[src/rtl/store_pkg.sv]
`default_nettype none
// ============================================================================
// Module      : store_pkg
// Description : Shared types for the store write buffer and lane aligner.
// Revision    : 1.0 - initial release
// ============================================================================
package store_pkg;

  localparam logic [1:0] SZ_B = 2'b00;
  localparam logic [1:0] SZ_H = 2'b01;
  localparam logic [1:0] SZ_W = 2'b10;

  // Widest supported address; entries hold the word address zero-extended to this.
  localparam int MAX_AW  = 64;
  localparam int MAX_WAW = MAX_AW - 2;

  typedef enum logic [0:0] {
    IDLE = 1'b0,
    REQ  = 1'b1
  } drain_state_e;

  typedef struct packed {
    logic [MAX_WAW-1:0] word_addr;
    logic [31:0]        data;
    logic [3:0]         be;
    logic               valid;
  } store_entry_t;

endpackage
`default_nettype wire

[src/rtl/store_lane_align.sv]
`default_nettype none
// ============================================================================
// Module      : store_lane_align
// Description : Size/address to byte-enable, lane-replicated data and legality.
// Revision    : 1.0 - initial release
// ============================================================================
module store_lane_align
  import store_pkg::*;
(
  input  logic [1:0]  i_addr_lsb,
  input  logic [1:0]  i_size,
  input  logic [31:0] i_data,
  output logic [3:0]  o_be,
  output logic [31:0] o_data,
  output logic        o_legal
);

  always_comb begin
    o_be    = 4'b0000;
    o_data  = 32'h0;
    o_legal = 1'b0;
    case (i_size)
      SZ_B: begin
        o_be    = 4'b0001 << i_addr_lsb;
        o_data  = {4{i_data[7:0]}};
        o_legal = 1'b1;
      end
      SZ_H: begin
        o_be    = i_addr_lsb[1] ? 4'b1100 : 4'b0011;
        o_data  = {2{i_data[15:0]}};
        o_legal = ~i_addr_lsb[0];
      end
      SZ_W: begin
        o_be    = 4'b1111;
        o_data  = i_data;
        o_legal = (i_addr_lsb == 2'b00);
      end
      default: begin
        o_be    = 4'b0000;
        o_data  = 32'h0;
        o_legal = 1'b0;
      end
    endcase
  end

endmodule
`default_nettype wire

[src/rtl/store_write_buffer.sv]
`default_nettype none
// ============================================================================
// Module      : store_write_buffer
// Description : In-order store buffer draining to data memory over req/ack.
// Revision    : 1.0 - initial release
// ============================================================================
module store_write_buffer
  import store_pkg::*;
#(
  parameter int DEPTH = 4,
  parameter int AW    = 32
) (
  input  logic          clk,
  input  logic          reset,
  input  logic          write_enable,
  input  logic [AW-1:0] address,
  input  logic [31:0]   write_data,
  input  logic [1:0]    st_size,
  output logic          full,
  output logic          empty,
  output logic          misalign_err,
  output logic [AW-1:0] err_addr,
  input  logic [AW-1:0] ld_addr,
  output logic          ld_hazard,
  output logic          mem_req,
  output logic [AW-1:0] mem_addr,
  output logic [31:0]   mem_wdata,
  output logic [3:0]    mem_be,
  input  logic          mem_ack
);

  localparam int         PW           = (DEPTH > 1) ? $clog2(DEPTH) : 1;
  localparam logic [PW:0] c_full_count = (PW+1)'(DEPTH);

  store_entry_t   r_entries [DEPTH];
  logic [PW-1:0]  r_wr_ptr;
  logic [PW-1:0]  r_rd_ptr;
  logic [PW:0]    r_count;
  drain_state_e   r_state;
  logic           r_misalign_err;
  logic [AW-1:0]  r_err_addr;
  logic           r_mem_req;
  logic [AW-1:0]  r_mem_addr;
  logic [31:0]    r_mem_wdata;
  logic [3:0]     r_mem_be;

  logic [3:0]         w_be;
  logic [31:0]        w_data;
  logic               w_legal;
  logic               w_enq;
  logic               w_deq;
  logic [MAX_WAW-1:0] w_st_waddr;
  logic [MAX_WAW-1:0] w_ld_waddr;
  logic               w_hazard;
  logic               w_unused_ld_lsb;

  store_lane_align u_align (
    .i_addr_lsb (address[1:0]),
    .i_size     (st_size),
    .i_data     (write_data),
    .o_be       (w_be),
    .o_data     (w_data),
    .o_legal    (w_legal)
  );

  assign full            = (r_count == c_full_count);
  assign empty           = (r_count == '0);
  assign w_enq           = write_enable && !full && w_legal;
  assign w_deq           = (r_state == REQ) && mem_ack;
  assign w_st_waddr      = MAX_WAW'(address[AW-1:2]);
  assign w_ld_waddr      = MAX_WAW'(ld_addr[AW-1:2]);
  assign w_unused_ld_lsb = ^ld_addr[1:0];

  // Storage, pointers, count and the reject reporting.
  always_ff @(posedge clk or negedge reset) begin
    if (!reset) begin
      for (int i = 0; i < DEPTH; i++) r_entries[i] <= '0;
      r_wr_ptr       <= '0;
      r_rd_ptr       <= '0;
      r_count        <= '0;
      r_misalign_err <= 1'b0;
      r_err_addr     <= '0;
    end else begin
      if (w_enq) begin
        r_entries[r_wr_ptr] <= '{word_addr: w_st_waddr, data: w_data,
                                 be: w_be, valid: 1'b1};
        r_wr_ptr <= r_wr_ptr + PW'(1);
      end
      if (w_deq) begin
        r_entries[r_rd_ptr].valid <= 1'b0;
        r_rd_ptr <= r_rd_ptr + PW'(1);
      end
      case ({w_enq, w_deq})
        2'b10:   r_count <= r_count + (PW+1)'(1);
        2'b01:   r_count <= r_count - (PW+1)'(1);
        default: r_count <= r_count;
      endcase
      r_misalign_err <= write_enable && !w_legal;
      if (write_enable && !w_legal) r_err_addr <= address;
    end
  end

  // Drain FSM: at least one IDLE cycle separates consecutive requests.
  always_ff @(posedge clk or negedge reset) begin
    if (!reset) begin
      r_state     <= IDLE;
      r_mem_req   <= 1'b0;
      r_mem_addr  <= '0;
      r_mem_wdata <= '0;
      r_mem_be    <= '0;
    end else begin
      case (r_state)
        IDLE: begin
          if (r_count != '0) begin
            r_mem_addr  <= {r_entries[r_rd_ptr].word_addr[AW-3:0], 2'b00};
            r_mem_wdata <= r_entries[r_rd_ptr].data;
            r_mem_be    <= r_entries[r_rd_ptr].be;
            r_mem_req   <= 1'b1;
            r_state     <= REQ;
          end
        end
        REQ: begin
          if (mem_ack) begin
            r_mem_req <= 1'b0;
            r_state   <= IDLE;
          end
        end
        default: begin
          r_mem_req <= 1'b0;
          r_state   <= IDLE;
        end
      endcase
    end
  end

  always_comb begin
    w_hazard = 1'b0;
    for (int i = 0; i < DEPTH; i++) begin
      if (r_entries[i].valid && (r_entries[i].word_addr == w_ld_waddr)) w_hazard = 1'b1;
    end
  end

  assign ld_hazard    = w_hazard;
  assign misalign_err = r_misalign_err;
  assign err_addr     = r_err_addr;
  assign mem_req      = r_mem_req;
  assign mem_addr     = r_mem_addr;
  assign mem_wdata    = r_mem_wdata;
  assign mem_be       = r_mem_be;

endmodule
`default_nettype wire
[config.mk]
export PLATFORM = sky130hd
export DESIGN_NAME = store_write_buffer
export DESIGN_NICKNAME = d
export VERILOG_FILES = /design/src/rtl/store_pkg.sv /design/src/rtl/store_lane_align.sv /design/src/rtl/store_write_buffer.sv
export SDC_FILE = /design/constraint.sdc
export NUM_CORES = 1
export LEC_CHECK = 0
export BUFFER_PORTS_ARGS = -buffer_cell sky130_fd_sc_hd__buf_2
export CORE_MARGIN = 2
export CORE_UTILIZATION = 50
export CTS_BUF_LIST = sky130_fd_sc_hd__clkbuf_2
export CTS_CLUSTER_DIAMETER = 60
export CTS_CLUSTER_SIZE = 14
export DETAILED_ROUTE_END_ITERATION = 10
export GPL_ROUTABILITY_DRIVEN = 0
export PLACE_DENSITY = 0.69
export SLEW_MARGIN = 20
export SYNTH_ARGS = -nofsm -noshare
export SYNTH_HDL_FRONTEND = slang
export SYNTH_HIERARCHICAL = 1
export SYNTH_SLANG_ARGS = --single-unit
[constraint.sdc]
create_clock -name clk -period 4.9 [get_ports clk]
set_input_delay 0.98 -clock clk [delete_from_list [all_inputs] [get_ports clk]]
set_output_delay 0.98 -clock clk [all_outputs]
set_load 0.005 [all_outputs]
==> reports/metrics.yaml <==
worst_hold_path:
  hold_class: "input pin to flip-flop"
synth:
  synth_edf_count: 0
  syn_inst: 1508
  yosysTopAreaCellShare_pct: 57.6
  synth-main-ff-cell: "dfrtp_1"
  synth_area_leader_cell: "dfrtp_1"
  synthDistinctLibCells: 38
  yosysWarnings: 6
  ys_async_sr_fraction_pct: 100
  synth_area_um2: 21900
  ys_ff_latch: 504
  avgSynthCellArea_um2: 14.5
  ys_seq_area_share_pct: 57.6
  synthMostInstantiatedCell: "dfrtp_1"
  synth_area_leaders: "dfrtp_1 (58%), mux2_2 (12%), mux2_1 (6.8%), mux4_2 (6.8%), xnor2_1 (4.4%)"
  ys_top_cells_by_count: "dfrtp_1 (504), mux2_2 (230), and2_1 (137)"
layout:
  fin_nets: 1786
  drive_gt1_share_pct: 34.8
  final_cell_area_um2: 23900
  syn_to_final_growth_pct: 8.96
global_route:
  antenna_found_initial: 9
  first_global_vias: 13100
  grt_max_degree: 120
  grt_use_total_pct: 21.9
  overflow: 0
  grt_pass1_wl_um: 75700
sta:
  max_slew_margin_pct: 24.4
  tightestPinTransition_ns: 1.13
  rsz0062_at_grt: "no"
  hold_viol: 0
  fin_tns_setup_ns: 0
  hold_slack_ns: 0.172
  finalCriticalPeriod_ns: 4.12
  fin_worst_skew_ns: 0.105
  fin_crit_sh_pct: 84.1
  slew_viol_final: 0
  finalSetupViolCount: 0
  fmaxAchievable_ghz: 0.243
floorplanning:
  core_um2: 43200
  rows: 76
  initial_utilization_pct: 50.8
  die_width_um: 213
  die_y_um: 213
  dieArea_um2: 45500
  boundaryPins: 207
routing:
  drtAntennaViolNets: 0
  wire_per_inst_um: 21.2
  via_per_inst: 5.49
  wl_um: 48300
  initialDrtViolationCount: 828
  firstDrtPassIters: 6
  drcViolationCount: 0
  routed-via-count: 12500
worst_setup_path:
  crit_type: "flip-flop to output port"
  start_kind: "flip-flop"
  required_ns: 3.92
  cp_max_fo: 2
  critical_path_arrival_ns: 3.14
  crit_path_end_kind: "output port"
  r2r_slack_ns: 2.30
power:
  ir_worst_vdd_mv: 0.306
  power_leakage_uw: 0.0110
  total_power_uw: 13100
  cellPowerDensity_nw_per_um2: 547
clock_tree:
  h-tree-depth: 2
  cts_tree: "done"
  clk_latency_ns: 1.08
  max-clock-path-buffers: 3
  root_buffer: "clkbuf_2"
  cts_buffers: 45
  post-cts-setup-buffer-count: 0
  clk_pin_slew_ns: 0.25
  clock-sinks: 504
placement:
  placed_area_um2: 23400
  dp_hpwl_um: 31900
  port_buffers: 202
run_status:
  status: "finished, final reports clean"
flow_run:
  drv_cap: 0
[timing repair]
| item | CTS | global route |
|---|---|---|
| hold buffers | 1 | 0 |
| hold endpoints to repair | 99 | 0 |
| gates resized for setup | 0 | 0 |
[layout make-up]
type,instances,area (µm²)
inverter,11,41.3
timing repair buffer,222,1310
fill,3673,19300
antenna,6,15.0
tap,585,732
multi-input combinational,890,8780
clock inverter,10,130
sequential,504,12600
clock buffer,49,245
[per-stage QoR]
| step | utilization, % | instances | setup slack (ns) |
|---|---|---|---|
| 6_report | 55.3 | 2277 | 0.779 |
| 5_1_grt | 55.3 | 2273 | 0.521 |
| 4_1_cts | 55.1 | 2269 | 0.655 |
| 3_5_place_dp | 54.2 | 2209 | 1.28 |
| 3_3_place_gp | 54.2 | 2209 | 1.31 |
| 2_1_floorplan | - | 1509 | 1.80 |
[cell families after synthesis]
family	after synthesis	share of synthesized area, %
flops	504	57.6
mux	429	25.4
simple gates	264	7.38
xor+xnor	125	5.00
buf+inv	115	2.52
compound gates	60	1.49
fa+ha+maj	10	0.605
other cells	1	0.0171
[placed cells by master (no fill, tap or decap), types with 15 or more instances in the layout]
| cell | n |
|---|---|
| mux4_2 | 66 |
| nand4_1 | 33 |
| mux2_2 | 230 |
| nor4_1 | 37 |
| a21oi_1 | 29 |
| dfrtp_1 | 502 |
| clkbuf_2 | 49 |
| and2_1 | 137 |
| xor2_1 | 15 |
| xnor2_1 | 110 |
| mux2_1 | 132 |
| buf_2 | 201 |
[metal layers]
layer	vias up	GRT usage, %	wire, µm
met5	-	0	23
met4	4	6.99	1260
li1	5636	-	-
met3	70	4.04	2870
met2	287	35.3	22600
met1	6498	30.3	21500
[worst paths after layout]
kind	cells after the start	from	endpoint
setup / recovery	6	flip-flop	ld_hazard
hold / removal	2	address[24]	flip-flop
setup reg to reg	3	r_rd_ptr[0]	mem_addr[20]
hold reg to reg	1	flip-flop	flip-flop
max in group asynchronous	3	reset	async pin
min in group asynchronous	2	reset	async pin
[critical path, cell delays in order, from the launching register on]
cell and delay, ns:
dfrtp_1 0.43, nor4b_1 0.51, nand4_1 0.30, nor4_1 0.46, nand3_1 0.12, nand4_1 0.16, buf_2 0.15
[power breakdown]
group          internal (µW)  leakage (µW)  switching [µW]
logic                   2770       0.00434            1880
registers               5570       0.00641            1110
clock network            394      0.000262            1330
(Power assumes the default switching activity.)
